===== src/rtl/io_bus_responder_pkg.sv =====
// Shared register map for the IO window. The core's load mux and software use it too.
package io_bus_responder_pkg;

  localparam int IO_WINDOW_BYTES = 16;

  typedef enum logic [1:0] {
    IO_REG_IN    = 2'd0,
    IO_REG_OUT   = 2'd1,
    IO_REG_EDGE  = 2'd2,
    IO_REG_TIMER = 2'd3
  } io_reg_e;

endpackage


===== src/rtl/io_bus_responder_sync_chain.sv =====
// Multi-bit flop chain that brings asynchronous board inputs into the clock domain.
module sync_chain #(
  parameter int WIDTH  = 1,
  parameter int STAGES = 2
) (
  input  logic             i_clock,
  input  logic             i_reset_n,
  input  logic [WIDTH-1:0] i_d,
  output logic [WIDTH-1:0] o_q
);

  logic [WIDTH-1:0] r_stage [STAGES];

  always_ff @(posedge i_clock or negedge i_reset_n) begin
    if (!i_reset_n) begin
      for (int i = 0; i < STAGES; i++) r_stage[i] <= '0;
    end else begin
      r_stage[0] <= i_d;
      for (int i = 1; i < STAGES; i++) r_stage[i] <= r_stage[i-1];
    end
  end

  assign o_q = r_stage[STAGES-1];

endmodule


===== src/rtl/io_bus_responder.sv =====
// Memory-mapped IO responder on the MEM-stage bus: inputs, outputs, rising-edge flags, timer.
// Read data has the same one-cycle latency as data memory; hit tells the core to take q.
module io_bus_responder
  import io_bus_responder_pkg::*;
#(
  parameter int                    XLEN        = 32,
  parameter int                    ADDR_WIDTH  = 9,
  parameter int                    IO_WIDTH    = 11,
  parameter logic [ADDR_WIDTH-1:0] IO_BASE     = 9'h1F0,
  parameter int                    SYNC_STAGES = 2
) (
  input  logic                  clock,
  input  logic                  reset,
  input  logic [ADDR_WIDTH-1:0] address,
  input  logic [XLEN-1:0]       data,
  input  logic                  wren,
  output logic [XLEN-1:0]       q,
  output logic                  hit,
  input  logic [IO_WIDTH-1:0]   io_input_bus,
  output logic [IO_WIDTH-1:0]   io_output_bus
);

  logic                w_sel;
  logic                w_wr;
  io_reg_e             w_idx;
  logic [IO_WIDTH-1:0] w_in_s;
  logic [IO_WIDTH-1:0] w_rise;
  logic [IO_WIDTH-1:0] w_w1c;
  logic [XLEN-1:0]     w_rdata;
  logic                w_unused;

  logic [IO_WIDTH-1:0] r_in_d;
  logic [IO_WIDTH-1:0] r_out;
  logic [IO_WIDTH-1:0] r_edge;
  logic [XLEN-1:0]     r_timer;
  logic [XLEN-1:0]     r_q;
  logic                r_hit;

  sync_chain #(
    .WIDTH  (IO_WIDTH),
    .STAGES (SYNC_STAGES)
  ) u_sync (
    .i_clock   (clock),
    .i_reset_n (reset),
    .i_d       (io_input_bus),
    .o_q       (w_in_s)
  );

  // Byte lanes within a word are not decoded.
  assign w_unused = ^address[1:0];

  assign w_sel  = (address[ADDR_WIDTH-1:4] == IO_BASE[ADDR_WIDTH-1:4]);
  assign w_idx  = io_reg_e'(address[3:2]);
  assign w_wr   = wren && w_sel;
  assign w_rise = w_in_s & ~r_in_d;
  assign w_w1c  = (w_wr && (w_idx == IO_REG_EDGE)) ? data[IO_WIDTH-1:0] : '0;

  always_comb begin
    w_rdata = '0;
    case (w_idx)
      IO_REG_IN:    w_rdata[IO_WIDTH-1:0] = w_in_s;
      IO_REG_OUT:   w_rdata[IO_WIDTH-1:0] = r_out;
      IO_REG_EDGE:  w_rdata[IO_WIDTH-1:0] = r_edge;
      IO_REG_TIMER: w_rdata               = r_timer;
      default:      w_rdata               = '0;
    endcase
  end

  // The read samples pre-write values, so a same-edge store is not visible until next read.
  always_ff @(posedge clock or negedge reset) begin
    if (!reset) begin
      r_in_d  <= '0;
      r_out   <= '0;
      r_edge  <= '0;
      r_timer <= '0;
      r_q     <= '0;
      r_hit   <= 1'b0;
    end else begin
      r_in_d <= w_in_s;
      r_edge <= (r_edge & ~w_w1c) | w_rise;
      if (w_wr && (w_idx == IO_REG_OUT)) r_out <= data[IO_WIDTH-1:0];
      if (w_wr && (w_idx == IO_REG_TIMER)) r_timer <= data;
      else                                 r_timer <= r_timer + XLEN'(1);
      r_q   <= w_sel ? w_rdata : '0;
      r_hit <= w_sel;
    end
  end

  assign q             = r_q;
  assign hit           = r_hit;
  assign io_output_bus = r_out;

endmodule


===== config.mk =====
export PLATFORM = sky130hd
export DESIGN_NAME = io_bus_responder
export DESIGN_NICKNAME = d
export VERILOG_FILES = /design/src/rtl/io_bus_responder_pkg.sv /design/src/rtl/io_bus_responder_sync_chain.sv /design/src/rtl/io_bus_responder.sv
export SDC_FILE = /design/constraint.sdc
export NUM_CORES = 1
export LEC_CHECK = 0
export BUFFER_PORTS_ARGS = -buffer_cell sky130_fd_sc_hd__buf_2
export CORE_ASPECT_RATIO = 0.7
export CORE_MARGIN = 3
export CORE_UTILIZATION = 36
export CTS_BUF_LIST = sky130_fd_sc_hd__clkbuf_8 sky130_fd_sc_hd__clkbuf_16
export CTS_CLUSTER_SIZE = 14
export DETAILED_ROUTE_END_ITERATION = 8
export SETUP_SLACK_MARGIN = 0.3
export SYNTH_ARGS = -nofsm -noshare
export SYNTH_HDL_FRONTEND = slang
export SYNTH_SLANG_ARGS = --single-unit

===== constraint.sdc =====
create_clock -name clock -period 1.8 [get_ports clock]
set_clock_uncertainty 0.05 [all_clocks]
set_input_delay 0 -clock clock [delete_from_list [all_inputs] [get_ports clock]]
set_output_delay 0 -clock clock [all_outputs]
set_load 0.02 [all_outputs]

# Word level (Yosys, flattened, before mapping)
# Index checks and enable logic that the tools add are counted.
# classes
addsub	1
n_eq_ne	4
n_mux	5
n_bitwise	5
reduce_logical	5
# op_table
operator	n
$mux 32	2
$pmux 11 s4	1
$add 32x1->32 const B	1
$and 11x11->11	2
$not 11->11	2
$mux 21	1
$mux 11	1
$or 11x11->11	1
$eq 5x5->1 const B	1
$eq 2x2->1 const B	2
$logic_and 1x1->1	4
$eq 2x1->1 const B	1
$logic_not 2->1	1
# word_totals
register_bits	120
in_bits	55
output_inout_bits	44
wordCells	28

# Depth between registers and ports, before layout
# depth
depth_word	7
depth_mapped	6
depth_no_buf	6

# By module
# From an unflattened synthesis, not the netlist that was laid out.
# unflattened
cells_unflattened	389
area_unflattened_um2	4895.9
# by_module_without_submodules
mod	instances	cells_each	area_each_um2	seq_area_each_um2
io_bus_responder	1	356	4262.8	2452.4
sync_chain	1	33	633.1	550.5

# Worst setup path after synthesis
# No wires, ideal clock.
# synth_path
path_type	register to register
startpoint	register r_timer[11]
endpoint	register r_timer[28]
setup_ns	0.082
arrival_time_ns	1.488
required_time_ns	1.668
setup_slack_ns	0.180
stages_incl_launch_ff	6
n_path_buf	0
period_less_slack_ns	1.620
cell_sequence	dfrtp_1 > nand4_4 > nor3_4 > nand3_2 > or3_1 > a31oi_1
# synth_via
elab_chain_cells	2
# synth_rtl
item	line_no	source
start: declaration	io_bus_responder.sv:35	logic [XLEN-1:0] r_timer;
start signal: assignment	io_bus_responder.sv:82	if (w_wr && (w_idx == IO_REG_TIMER)) r_timer <= data;
start signal: assignment	io_bus_responder.sv:83	else r_timer <= r_timer + XLEN'(1);
$add 32x1->32	io_bus_responder.sv:83	
$mux 32	io_bus_responder.sv:82	
# No other way between the ends.
# A chain may end at the register's enable or synchronous reset.

# Worst setup path after layout
# layout_path
startpoint	register r_timer[9]
endpoint	register r_timer[15]
# Same word-level chain as after synthesis.

==> metrics.md <==
| Metric | Value |
|---|---|
| Hold Path Class | input port to flip-flop |
| Critical Path RT | about 2.0 ns |
| Type of the worst setup path | flip-flop to flip-flop |
| Top-level I/O count | approximately 100 |
| Setup Viol. Count Final | 0 |
| WP data arrival | between 1.5 and 2 ns |
| GP Congestion | 0.7864 |
| Most frequent cells in the layout | 115 x dfrtp_1, 95 x buf_2, 44 x dlygate4sd3_1 |
| Total number of vias | 3478 |
| Worst-Skew Late Latency | 0.41 ns |
| Setup TNS | 0 ns |
| Maxcap violations | 0 |
| CP Max Fanout | 4 |
| Grt ovf | 0 |
| DRC viols | 0 |
| Final-report max-slew violation count | 0 |
| Row cnt | 34 |
| Most common cell after layout, fill and taps aside | dfrtp_1 |
| Net Sw Power | ~0.0024 W |
| Hold WS | between 0.04 and 0.05 ns |
| Flops & latches, synth | 120 |
| Max Clk Rate | between 600 and 700 MHz |
| Mapped cell area | approximately 0.0048 mm² |
| DIE WIDTH | about 140 µm |
| Die height | between 100 and 150 µm |
| Total power | between 0.008 and 0.009 W |
| NumNets Final | 621 |
| Antenna violations before repair | 0 |
| VDD IR max | approximately 690 µV |
| CTS Buffer Depth | 2 |
| GRT Total Usage | 0.1625 |
| TritonRoute pass-1 iters | 4 |
| RSZ-0062 raised after global routing | yes |
| Reg area | between 0.003 and 0.004 mm² |
| Drt total wl | roughly 11000 µm |
| Critical Path Sink | r_timer[15] |
| Multi-input gate area | 0.001749 mm² |
| Max_slew headroom | 0.6174 |
| Setup crit end kind | flip-flop |
| Ant diodes | 0 |
| HPWL Detailed | 7400 µm |
| CTS tree | done |
| Clock share of power | 0.365 |
| Sw frac | 0.2904 |
| CTS buffer count | 17 |
| Number of global-route vias before repair | between 3000 and 4000 |
| Reg-to-Reg Start | r_timer[9] |
| Slew @ Worst Pin | approximately 0.57 ns |
| HP Start | address[7] |
| Iteration-0 DRC Markers | 173 |
| Final Hold Viols | 0 |
| Fillers | between 1000 and 1500 |
| Seq/Total Area, Yosys | 0.6239 |
| Vias/cell | between 4 and 5 |
| Syn Nets | around 430 |
| Avg Cell Area, Syn | 12.73 µm² |
| Combinational share of power | 0.232 |
| Area growth syn-to-layout | 41.30% |
| Core area | between 0.01 and 0.015 mm² |
| Leakage power | 3.242 nW |
| Internal power | around 0.006 W |
| Netlist cell types | 35 |
| Worst setup SP type | flip-flop |
| Final min period | ~1.6 ns |
| First-pass GRT wire length | about 18000 µm |
| Die ar. | about 0.015 mm² |
| DRT antenna net count | 0 |
| PwrDens | 1219 mW/mm² |
| Largest net degree at the start of global routing | 76 |
| Root buf cell | clkbuf_16 |
| Clock transition at path regs | 0.05 ns |
| Layout cells sized above 1 | 0.3709 |
| Wire per inst | 15.19 µm |
| Fin crit share | 0.8973 |
| Outcome | finished, final reports clean |
| Initial Utilization | 0.3784 |
| Ys Warns | 0 |
| Sequential share of power | 0.404 |
| R2R setup slack | about 0.18 ns |
| CTS Sinks | 120 |
| H-tree depth | 4 |
| Critical register-to-register path endpoint | r_timer[15] |
| Synthesized instance count | between 300 and 400 |
| CP startpoint | r_timer[9] |
| Port Buf Inserts | 96 |
| Reg2reg path depth | 5 |
[how the worst min path moves through the flow]
stage / depth (start not counted) / endpoint
floorplan: 0 / hit
global placement: 2 / q[9]
detailed placement: 2 / q[9]
CTS: 4 / hit
global route: 4 / hit
finish: 4 / hit
[power by group through the flow]
stage	Sequential, W	Combinational (W)	Clock (W)
2_1_floorplan	0.00338	0.000899	0
3_3_place_gp	0.00334	0.00156	0
3_5_place_dp	0.00336	0.00159	0
4_1_cts	0.00332	0.00178	0.00310
5_1_grt	0.00339	0.00210	0.00322
6_report	0.00335	0.00192	0.00302
[stage by stage]
stage,worst slack (ns),cells,util,instance area [µm²]
floorplan,0.1930,378,-,4818
global placement,0.1276,652,0.4461,5674
detailed placement,0.1045,652,0.4461,5674
CTS,0.1433,734,0.5283,6720
global route,0.03292,739,0.5347,6802
finish,0.1848,739,0.5347,6802
[metal layers]
metal,routed length (µm),track usage,part of all wire
met2,4943,0.2395,0.44
met1,5595,0.2303,0.50
met3,522,0.05239,0.047
met4,163,0.05161,0.015
met5,0,0,0
[registers in the layout, summed over array words and instances, names as in the netlist]
| register | flops |
|---|---|
| q | 32 |
| u_sync.o_q | 11 |
| io_output_bus | 11 |
| u_sync.r_stage | 11 |
| r_timer | 32 |
| r_in_d | 11 |
| r_edge | 11 |
| hit | 1 |
[cells in the mapped netlist, drive strengths merged]
| master | count | area [µm²] |
|---|---|---|
| and4 | 1 | 8.760 |
| mux2 | 13 | 146.4 |
| mux4 | 11 | 251.5 |
| xnor2 | 9 | 78.83 |
| a21oi | 29 | 145.1 |
| or3 | 1 | 6.260 |
| o21ai | 1 | 5.000 |
| nand2 | 21 | 78.83 |
| inv | 14 | 52.55 |
| nor2 | 39 | 146.4 |
| a22o | 11 | 96.34 |
| and3 | 2 | 12.51 |
| a31oi | 1 | 6.260 |
| ha | 1 | 12.51 |
| and4b | 1 | 10.01 |
| nor4 | 2 | 42.54 |
| or4 | 1 | 11.26 |
| clkbuf | 10 | 47.54 |
| nand4 | 11 | 90.08 |
| and2 | 33 | 206.5 |
| xor2 | 20 | 175.2 |
| nand3b | 1 | 7.510 |
| nor3 | 4 | 36.29 |
| dfrtp | 120 | 3003 |
| buf | 4 | 20.02 |
| nand4b | 1 | 8.760 |
| nand3 | 16 | 107.6 |
[repair_timing]
item | 4_1_cts | 5_1_grt
resized for setup | 8 | 10
hold buffers | 44 | 0
pin swaps | 17 | 10
setup endpoints to repair | 24 | 26
endpoints found under the hold margin | 185 | 0
setup buffers | 7 | 5
[critical path: stages (launching register included)]
cell and delay [ns]:
dfrtp_1 0.39, nand3_4 0.13, or4_4 0.58, nor2_1 0.13
xnor2_1 0.13, a21oi_1 0.08
[cells by family (layout without fill, tap and decap cells)]
family,Yosys count,count (layout),synth area share
simple gates,134,134,0.1606
xor+xnor,29,29,0.05277
buf+inv,28,227,0.02495
fa+ha+maj,1,1,0.002599
compound gates,42,42,0.05251
flops,120,120,0.6239
mux,24,24,0.08266
[final cells by class]
cell class | instances | area share
clock buffers | 18 | 0.06457
inverters | 14 | 0.007726
flip-flops and latches | 120 | 0.4424
multi-input cells | 230 | 0.2572
clock inverters | 13 | 0.01325
repair buffers | 182 | 0.1851
well taps | 162 | 0.02980
(Power assumes the default switching activity.)
